$ cat src/rtl/vblank_dma.sv
// vblank_dma: vsync-triggered multi-channel block-copy engine.
// Each vsync rising edge walks channels 0..CHANNELS-1 and copies LEN bytes per
// enabled channel from SRC to DST over the shared 16-bit/8-bit master bus.
// Bus outputs, busy and done are registered; dout is combinational from cs/addr.
module vblank_dma #(
  parameter int CHANNELS = 4,
  parameter int RA       = $clog2(CHANNELS) + 3
) (
  input  logic          clk,
  input  logic          reset,
  input  logic          vsync,
  input  logic          cs,
  input  logic          rw,
  input  logic [RA-1:0] addr,
  input  logic [7:0]    di,
  output logic [7:0]    dout,
  output logic [15:0]   m_addr,
  output logic [7:0]    m_do,
  input  logic [7:0]    m_di,
  output logic          m_rw,
  output logic          busy,
  output logic          done
);

  // Channel-slot index width, number of register slots, and pass counter width
  // (the counter must also hold the value CHANNELS, which ends a pass).
  localparam int CIW   = (CHANNELS > 1) ? $clog2(CHANNELS) : 1;
  localparam int NSLOT = 1 << CIW;
  localparam int CHW   = $clog2(CHANNELS + 1);
  localparam logic [CHW-1:0] CH_END = CHW'(CHANNELS);

  typedef enum logic [2:0] {
    S_IDLE = 3'd0,
    S_SCAN = 3'd1,
    S_RD   = 3'd2,
    S_CAP  = 3'd3,
    S_WR   = 3'd4,
    S_NEXT = 3'd5
  } state_t;

  // Programmed per-channel configuration.
  logic [15:0] src_q  [NSLOT];
  logic [15:0] dst_q  [NSLOT];
  logic [7:0]  len_q  [NSLOT];
  logic [3:0]  ctrl_q [NSLOT];
  logic        overrun_q;
  logic        aborted_q;
  logic        vsync_q;

  // Engine state and working copies of the channel in progress.
  state_t          state_q, state_d;
  logic [CHW-1:0]  ch_q, ch_d;
  logic [15:0]     wsrc_q, wsrc_d;
  logic [15:0]     wdst_q, wdst_d;
  logic [7:0]      wcnt_q, wcnt_d;
  logic            wsinc_q, wsinc_d;
  logic            wdinc_q, wdinc_d;
  logic            wone_q, wone_d;
  logic [7:0]      hold_q, hold_d;
  logic            abort_q, abort_d;

  // Registered bus-facing outputs.
  logic [15:0] m_addr_q, m_addr_d;
  logic [7:0]  m_do_q, m_do_d;
  logic        m_rw_q, m_rw_d;
  logic        busy_q, busy_d;
  logic        done_q, done_d;

  // Decoded strobes.
  logic            rise_s;
  logic            abort_now_s;
  logic            clr_en_s;
  logic            set_abort_s;
  logic            end_pass_s;
  logic [CIW-1:0]  ch_idx_s;
  logic [RA-1:0]   sel_ch_s;
  logic [CIW-1:0]  sel_idx_s;
  logic            sel_valid_s;
  logic            wr_s;
  logic            w1c_s;

  assign rise_s      = vsync & ~vsync_q;
  assign abort_now_s = abort_q | ~vsync;
  assign ch_idx_s    = ch_q[CIW-1:0];
  assign sel_ch_s    = addr >> 3;
  assign sel_idx_s   = sel_ch_s[CIW-1:0];
  assign sel_valid_s = (sel_ch_s < RA'(CHANNELS));
  assign wr_s        = cs & rw & sel_valid_s;
  assign w1c_s       = wr_s & (addr[2:0] == 3'd7);

  assign m_addr = m_addr_q;
  assign m_do   = m_do_q;
  assign m_rw   = m_rw_q;
  assign busy   = busy_q;
  assign done   = done_q;

  // Configuration registers; a same-cycle CTRL write overrides the ONESHOT enable clear.
  always_ff @(posedge clk) begin
    if (reset) begin
      for (int i = 0; i < NSLOT; i++) begin
        src_q[i]  <= 16'h0000;
        dst_q[i]  <= 16'h0000;
        len_q[i]  <= 8'h00;
        ctrl_q[i] <= 4'h0;
      end
    end else begin
      if (clr_en_s) begin
        ctrl_q[ch_idx_s][0] <= 1'b0;
      end
      if (wr_s) begin
        case (addr[2:0])
          3'd0:    src_q[sel_idx_s][7:0]  <= di;
          3'd1:    src_q[sel_idx_s][15:8] <= di;
          3'd2:    dst_q[sel_idx_s][7:0]  <= di;
          3'd3:    dst_q[sel_idx_s][15:8] <= di;
          3'd4:    len_q[sel_idx_s]       <= di;
          3'd5:    ctrl_q[sel_idx_s]      <= di[3:0];
          default: ;
        endcase
      end
    end
  end

  // Sticky status flags; a hardware set beats a same-cycle write-1-to-clear.
  always_ff @(posedge clk) begin
    if (reset) begin
      overrun_q <= 1'b0;
      aborted_q <= 1'b0;
    end else begin
      if (rise_s && (state_q != S_IDLE)) begin
        overrun_q <= 1'b1;
      end else if (w1c_s && di[1]) begin
        overrun_q <= 1'b0;
      end else begin
        overrun_q <= overrun_q;
      end
      if (set_abort_s) begin
        aborted_q <= 1'b1;
      end else if (w1c_s && di[2]) begin
        aborted_q <= 1'b0;
      end else begin
        aborted_q <= aborted_q;
      end
    end
  end

  // State register with working copies and registered bus outputs.
  always_ff @(posedge clk) begin
    if (reset) begin
      state_q  <= S_IDLE;
      vsync_q  <= 1'b0;
      ch_q     <= '0;
      wsrc_q   <= 16'h0000;
      wdst_q   <= 16'h0000;
      wcnt_q   <= 8'h00;
      wsinc_q  <= 1'b0;
      wdinc_q  <= 1'b0;
      wone_q   <= 1'b0;
      hold_q   <= 8'h00;
      abort_q  <= 1'b0;
      m_addr_q <= 16'h0000;
      m_do_q   <= 8'h00;
      m_rw_q   <= 1'b0;
      busy_q   <= 1'b0;
      done_q   <= 1'b0;
    end else begin
      state_q  <= state_d;
      vsync_q  <= vsync;
      ch_q     <= ch_d;
      wsrc_q   <= wsrc_d;
      wdst_q   <= wdst_d;
      wcnt_q   <= wcnt_d;
      wsinc_q  <= wsinc_d;
      wdinc_q  <= wdinc_d;
      wone_q   <= wone_d;
      hold_q   <= hold_d;
      abort_q  <= abort_d;
      m_addr_q <= m_addr_d;
      m_do_q   <= m_do_d;
      m_rw_q   <= m_rw_d;
      busy_q   <= busy_d;
      done_q   <= done_d;
    end
  end

  // Next-state and working-copy update: channel walk, byte sequencing and abort handling.
  always_comb begin
    state_d     = state_q;
    ch_d        = ch_q;
    wsrc_d      = wsrc_q;
    wdst_d      = wdst_q;
    wcnt_d      = wcnt_q;
    wsinc_d     = wsinc_q;
    wdinc_d     = wdinc_q;
    wone_d      = wone_q;
    hold_d      = hold_q;
    abort_d     = abort_q;
    clr_en_s    = 1'b0;
    set_abort_s = 1'b0;
    end_pass_s  = 1'b0;
    case (state_q)
      S_IDLE: begin
        abort_d = 1'b0;
        if (rise_s) begin
          state_d = S_SCAN;
          ch_d    = '0;
        end else begin
          state_d = S_IDLE;
        end
      end
      S_SCAN: begin
        abort_d = abort_now_s;
        if (abort_now_s) begin
          state_d     = S_IDLE;
          abort_d     = 1'b0;
          set_abort_s = 1'b1;
          end_pass_s  = 1'b1;
        end else if (ch_q == CH_END) begin
          state_d    = S_IDLE;
          end_pass_s = 1'b1;
        end else if (ctrl_q[ch_idx_s][0] && (len_q[ch_idx_s] != 8'd0)) begin
          state_d = S_RD;
          wsrc_d  = src_q[ch_idx_s];
          wdst_d  = dst_q[ch_idx_s];
          wcnt_d  = len_q[ch_idx_s];
          wsinc_d = ctrl_q[ch_idx_s][1];
          wdinc_d = ctrl_q[ch_idx_s][2];
          wone_d  = ctrl_q[ch_idx_s][3];
        end else begin
          ch_d = ch_q + CHW'(1);
        end
      end
      S_RD: begin
        abort_d = abort_now_s;
        state_d = S_CAP;
      end
      S_CAP: begin
        abort_d = abort_now_s;
        hold_d  = m_di;
        state_d = S_WR;
      end
      S_WR: begin
        abort_d = abort_now_s;
        state_d = S_NEXT;
      end
      S_NEXT: begin
        abort_d = abort_now_s;
        if (abort_now_s) begin
          state_d     = S_IDLE;
          abort_d     = 1'b0;
          set_abort_s = 1'b1;
          end_pass_s  = 1'b1;
        end else begin
          wsrc_d = wsinc_q ? (wsrc_q + 16'd1) : wsrc_q;
          wdst_d = wdinc_q ? (wdst_q + 16'd1) : wdst_q;
          wcnt_d = wcnt_q - 8'd1;
          if (wcnt_q == 8'd1) begin
            clr_en_s = wone_q;
            ch_d     = ch_q + CHW'(1);
            state_d  = S_SCAN;
          end else begin
            state_d = S_RD;
          end
        end
      end
      default: begin
        state_d = S_IDLE;
      end
    endcase
  end

  // Output decode from the upcoming state so bus signals are valid throughout each state.
  always_comb begin
    m_addr_d = m_addr_q;
    m_do_d   = m_do_q;
    m_rw_d   = 1'b0;
    busy_d   = (state_d != S_IDLE);
    done_d   = end_pass_s;
    case (state_d)
      S_RD: begin
        m_addr_d = wsrc_d;
      end
      S_WR: begin
        m_addr_d = wdst_q;
        m_do_d   = hold_d;
        m_rw_d   = 1'b1;
      end
      default: begin
        m_addr_d = m_addr_q;
      end
    endcase
  end

  // Slave read mux; invalid channels and non-read cycles return 0.
  always_comb begin
    dout = 8'h00;
    if (cs && !rw && sel_valid_s) begin
      case (addr[2:0])
        3'd0:    dout = src_q[sel_idx_s][7:0];
        3'd1:    dout = src_q[sel_idx_s][15:8];
        3'd2:    dout = dst_q[sel_idx_s][7:0];
        3'd3:    dout = dst_q[sel_idx_s][15:8];
        3'd4:    dout = len_q[sel_idx_s];
        3'd5:    dout = {4'h0, ctrl_q[sel_idx_s]};
        3'd7:    dout = {5'b00000, aborted_q, overrun_q, busy_q};
        default: dout = 8'h00;
      endcase
    end else begin
      dout = 8'h00;
    end
  end

endmodule

$ cat config.mk
export PLATFORM = sky130hd
export DESIGN_NAME = vblank_dma
export DESIGN_NICKNAME = d
export VERILOG_FILES = /design/src/rtl/vblank_dma.sv
export SDC_FILE = /design/constraint.sdc
export NUM_CORES = 1
export LEC_CHECK = 0
export ABC_AREA = 1
export CORE_ASPECT_RATIO = 1.5
export CORE_MARGIN = 10
export CORE_UTILIZATION = 40
export CTS_CLUSTER_SIZE = 40
export DETAILED_ROUTE_END_ITERATION = 10
export PLACE_DENSITY = 0.69
export SLEW_MARGIN = 20
export SYNTH_ARGS = -nofsm -noshare
export SYNTH_HDL_FRONTEND = slang
export SYNTH_SLANG_ARGS = --single-unit
$ cat constraint.sdc
create_clock -name clk -period 2.1 [get_ports clk]
set_input_delay 0.315 -clock clk [delete_from_list [all_inputs] [get_ports clk]]
set_output_delay 0.315 -clock clk [all_outputs]
set_load 0.005 [all_outputs]
==> results.txt <==
status: complete, but fails checks
failing checks: negative setup slack
Yosys warnings: 0
setup TNS: -2.85 ns
H-tree Lvls: 1
Vias: 13600
Comb power frac: 21.0%
Final setup viols: 41
Iter 0 DRT Violations: 1200
largest area contributor in the netlist: edfxtp_1
largest net degree at the start of global routing: 37
Met2 Wirelength: 26000 um
Hold Path Class: in2reg
r2r endpoint: m_addr[1]
drt wl/cell: 22.0 um
sequential share of the synthesized area: 51.5%
DR DRC count: 0
GRT overflow: 0
Synth Net Count: 1649
CTS tree: yes
die width: 170 um
P per Cell Area: 734 nW/um^2
antenna violations before repair: 0
sw frac: 29.1%
Post-synth EDFFs: 176
clock sinks: 258
share of post-route cells with drive strength above 1: 28.9%
Tightest Pin Transition: 0.822 ns
unrepaired setup endpoints after global routing: true
DR top layer: met4
Tcrit/Tclk final: 112%
Net count, final: 1924
top-area cell type share of the netlist area: 39.3%
vias in the first global route: 12500
ant diodes: 0
CTS clk-pin slew, worst paths: 0.07 ns
Detailed Route WL: 51400 um
Post-Syn Area: 13400 um^2
HP Start: m_di[7]
area of the die: 41500 um^2
Die Height: 245 um
startpoint types: flop
CP bufs+invs: 2
post-route ant nets: 0
Max Cap Viol: 0
worst path arrival time: 2.04 ns
Crit Path Max Fanout: 2
maximum vdd drop: 0.665 mV
LEAKAGE: 7.41 nW
first-pass GRT wire length: 72800 um
worst reg2reg path depth: 16
max-slew violations: 0
RePlAce Congestion: 1.03
core footprint: 33300 um^2
final worst clock skew: 0.0108 ns
fill count: 2818
average via count per standard cell: 5.82
Worst Hold Slack: 0.309 ns
Starting Density: 40.3%
clock power share: 35.3%
Slew HR: 44.9%
Flop pwr share: 43.8%
#FFs+latches synth: 258
FMAX: 425 MHz
Async SR Flop Fraction: 0%
syn_area_per_cell: 8.31 um^2
number of I/O pins: 61
NetSw: 4.00 mW
WHS Path Cells: 3
routed length on met1: 17000 um
Port Buf Inserts: 60
clk_lat worst skew: 0.55 ns
Top delay family on crit path: compound AO/OA/AOI/OAI gates
# hold bufs at CTS: 0
CP Data Required Time: 1.78 ns
router iterations before antenna repair: 6
Max clock buf depth: 3
CP Class: reg2out
internal power: 9.74 mW
FP Rows: 82
overall track demand over capacity in global routing: 22.7%
crit path time final: 2.35 ns
ranking of synthesized cells by area: edfxtp_1, dfxtp_1, nand2_1
worst-path cell chain: a22oi_2 > a21oi_2 > a2111oi_4 > buf_4 > nor2_1 > buf_2
dpl hpwl: 35700 um
root buffer cell: clkbuf_16
post-layout worst setup margin: -0.252 ns
TritonCTS buffer count: 25
Synth Flop Type: edfxtp_1
Yosys cell types: 57
flop-to-flop setup slack: -0.11 ns
Syn-to-layout area delta: 39.1%
hold worst-path end: m_do[7]
CP max stage delay: 0.49 ns
Crit. End Element: output pin
met3 WL: 4210 um
crit path max-delay cell type: edfxtp_1
Post-Syn Instances: 1617
final hold violations: 0
worst max path at each step:
| stage | end | from | cells after the start | slack (ns) |
|---|---|---|---|---|
| global placement | dout[6] | addr[4] | 11 | -0.96 |
| finish | dout[6] | len_q[3][6] | 6 | -0.25 |
| floorplan | m_addr[0] | ch_q[0] | 14 | 0.02 |
| global route | dout[0] | len_q[3][0] | 8 | -0.29 |
| CTS | dout[6] | src_q[0][14] | 9 | -0.32 |
| detailed placement | dout[6] | addr[4] | 11 | -0.95 |
per-layer routing:
| metal | vias up | track usage, % |
|---|---|---|
| li1 | 6146 | - |
| met1 | 6416 | 24.4 |
| met2 | 764 | 40.0 |
| met3 | 246 | 3.58 |
| met4 | 0 | 15.5 |
| met5 | - | 0 |
per-stage QoR:
stage          utilization, %  area [um^2]  setup slack [ns]  total power [mW]  cells
3_5_place_dp             48.3        16100            -0.949              8.35   2225
6_report                 56.1        18700            -0.252              13.7   2331
5_1_grt                  56.1        18700            -0.289              14.1   2331
3_3_place_gp             48.3        16100            -0.958              8.32   2225
4_1_cts                  51.8        17300            -0.321              13.2   2281
2_1_floorplan               -        13400            0.0224              7.19   1617
cell families (layout without fill, tap and decap cells):
group / count (synthesis) / count (layout) / share of synthesized area (%)
and+or+nand+nor: 731 / 731 / 22.5
AOI/OAI and AO/OA: 389 / 390 / 17.6
DFF: 258 / 258 / 51.5
buffers and inverters: 217 / 510 / 6.73
xor gates and xnor gates: 16 / 16 / 1.04
adders and majority gates: 6 / 6 / 0.558
cells in the mapped netlist, types with 22 or more instances:
| master | instances |
|---|---|
| clkbuf_1 | 65 |
| o22ai_1 | 24 |
| dfxtp_1 | 82 |
| nand4_1 | 22 |
| edfxtp_1 | 176 |
| nand3_1 | 92 |
| a22oi_1 | 72 |
| nor2_1 | 270 |
| nand2_1 | 309 |
| o21ai_0 | 104 |
| a21oi_1 | 125 |
| inv_1 | 114 |
timing repair:
action | in CTS | in global routing
buffers inserted | 8 | 42
pin swaps | 35 | 89
setup endpoints to repair | 17 | 45
resized for setup | 103 | 252
cloned | 2 | 12
power by group through the flow:
| stage | logic (mW) | clock network, mW | registers, mW |
|---|---|---|---|
| finish | 2.88 | 4.84 | 6.01 |
| global route | 3.06 | 5.06 | 6.02 |
| CTS | 2.35 | 4.90 | 5.98 |
| detailed placement | 2.27 | 0 | 6.08 |
| global placement | 2.24 | 0 | 6.08 |
| floorplan | 1.24 | 0 | 5.94 |
sequential cells by signal, summed over array words and instances, names as in the netlist, 8 cells and up, named ones only:
| signal | flops |
|---|---|
| dst_q | 64 |
| src_q | 64 |
| len_q | 32 |
| ctrl_q | 16 |
| m_addr | 16 |
| wdst_q | 16 |
| wsrc_q | 16 |
| m_do | 8 |
| wcnt_q | 8 |
worst reg2reg max path, delay by kind of cell, from the launching register on:
family                 cells  cell delay, ns
buffers and inverters      6            0.73
AOI/OAI and AO/OA          1            0.11
and+or+nand+nor            9            0.90
DFF                        1            0.40
layout by cell type (no fill, tap or decap), types with 18 or more instances in the layout:
cell	Yosys	routed
nand2_1	309	266
nor2_1	270	256
buf_4	4	204
edfxtp_1	176	176
inv_1	114	110
a21oi_1	125	96
o21ai_0	104	82
dfxtp_1	82	80
nand3_1	92	54
clkdlybuf4s50_1	0	46
a22oi_1	72	37
nand3_2	1	37
nand2_2	1	36
a22oi_2	0	35
buf_12	0	32
a21oi_2	2	31
clkbuf_16	0	31
buf_6	7	24
nand4_1	22	22
o22ai_1	24	18
cell type report:
type / instances / area (um^2) / area share (%)
clock inverters: 18 / 221 / 1.18
inverters: 129 / 551 / 2.94
repair inverters: 4 / 45.0 / 0.241
flip-flops and latches: 258 / 6930 / 37.1
repair buffers: 331 / 3250 / 17.4
well taps: 420 / 526 / 2.81
multi-input cells: 1143 / 6540 / 35.0
clock buffers: 28 / 637 / 3.41
No activity file was read; power rests on OpenSTA's default activity.
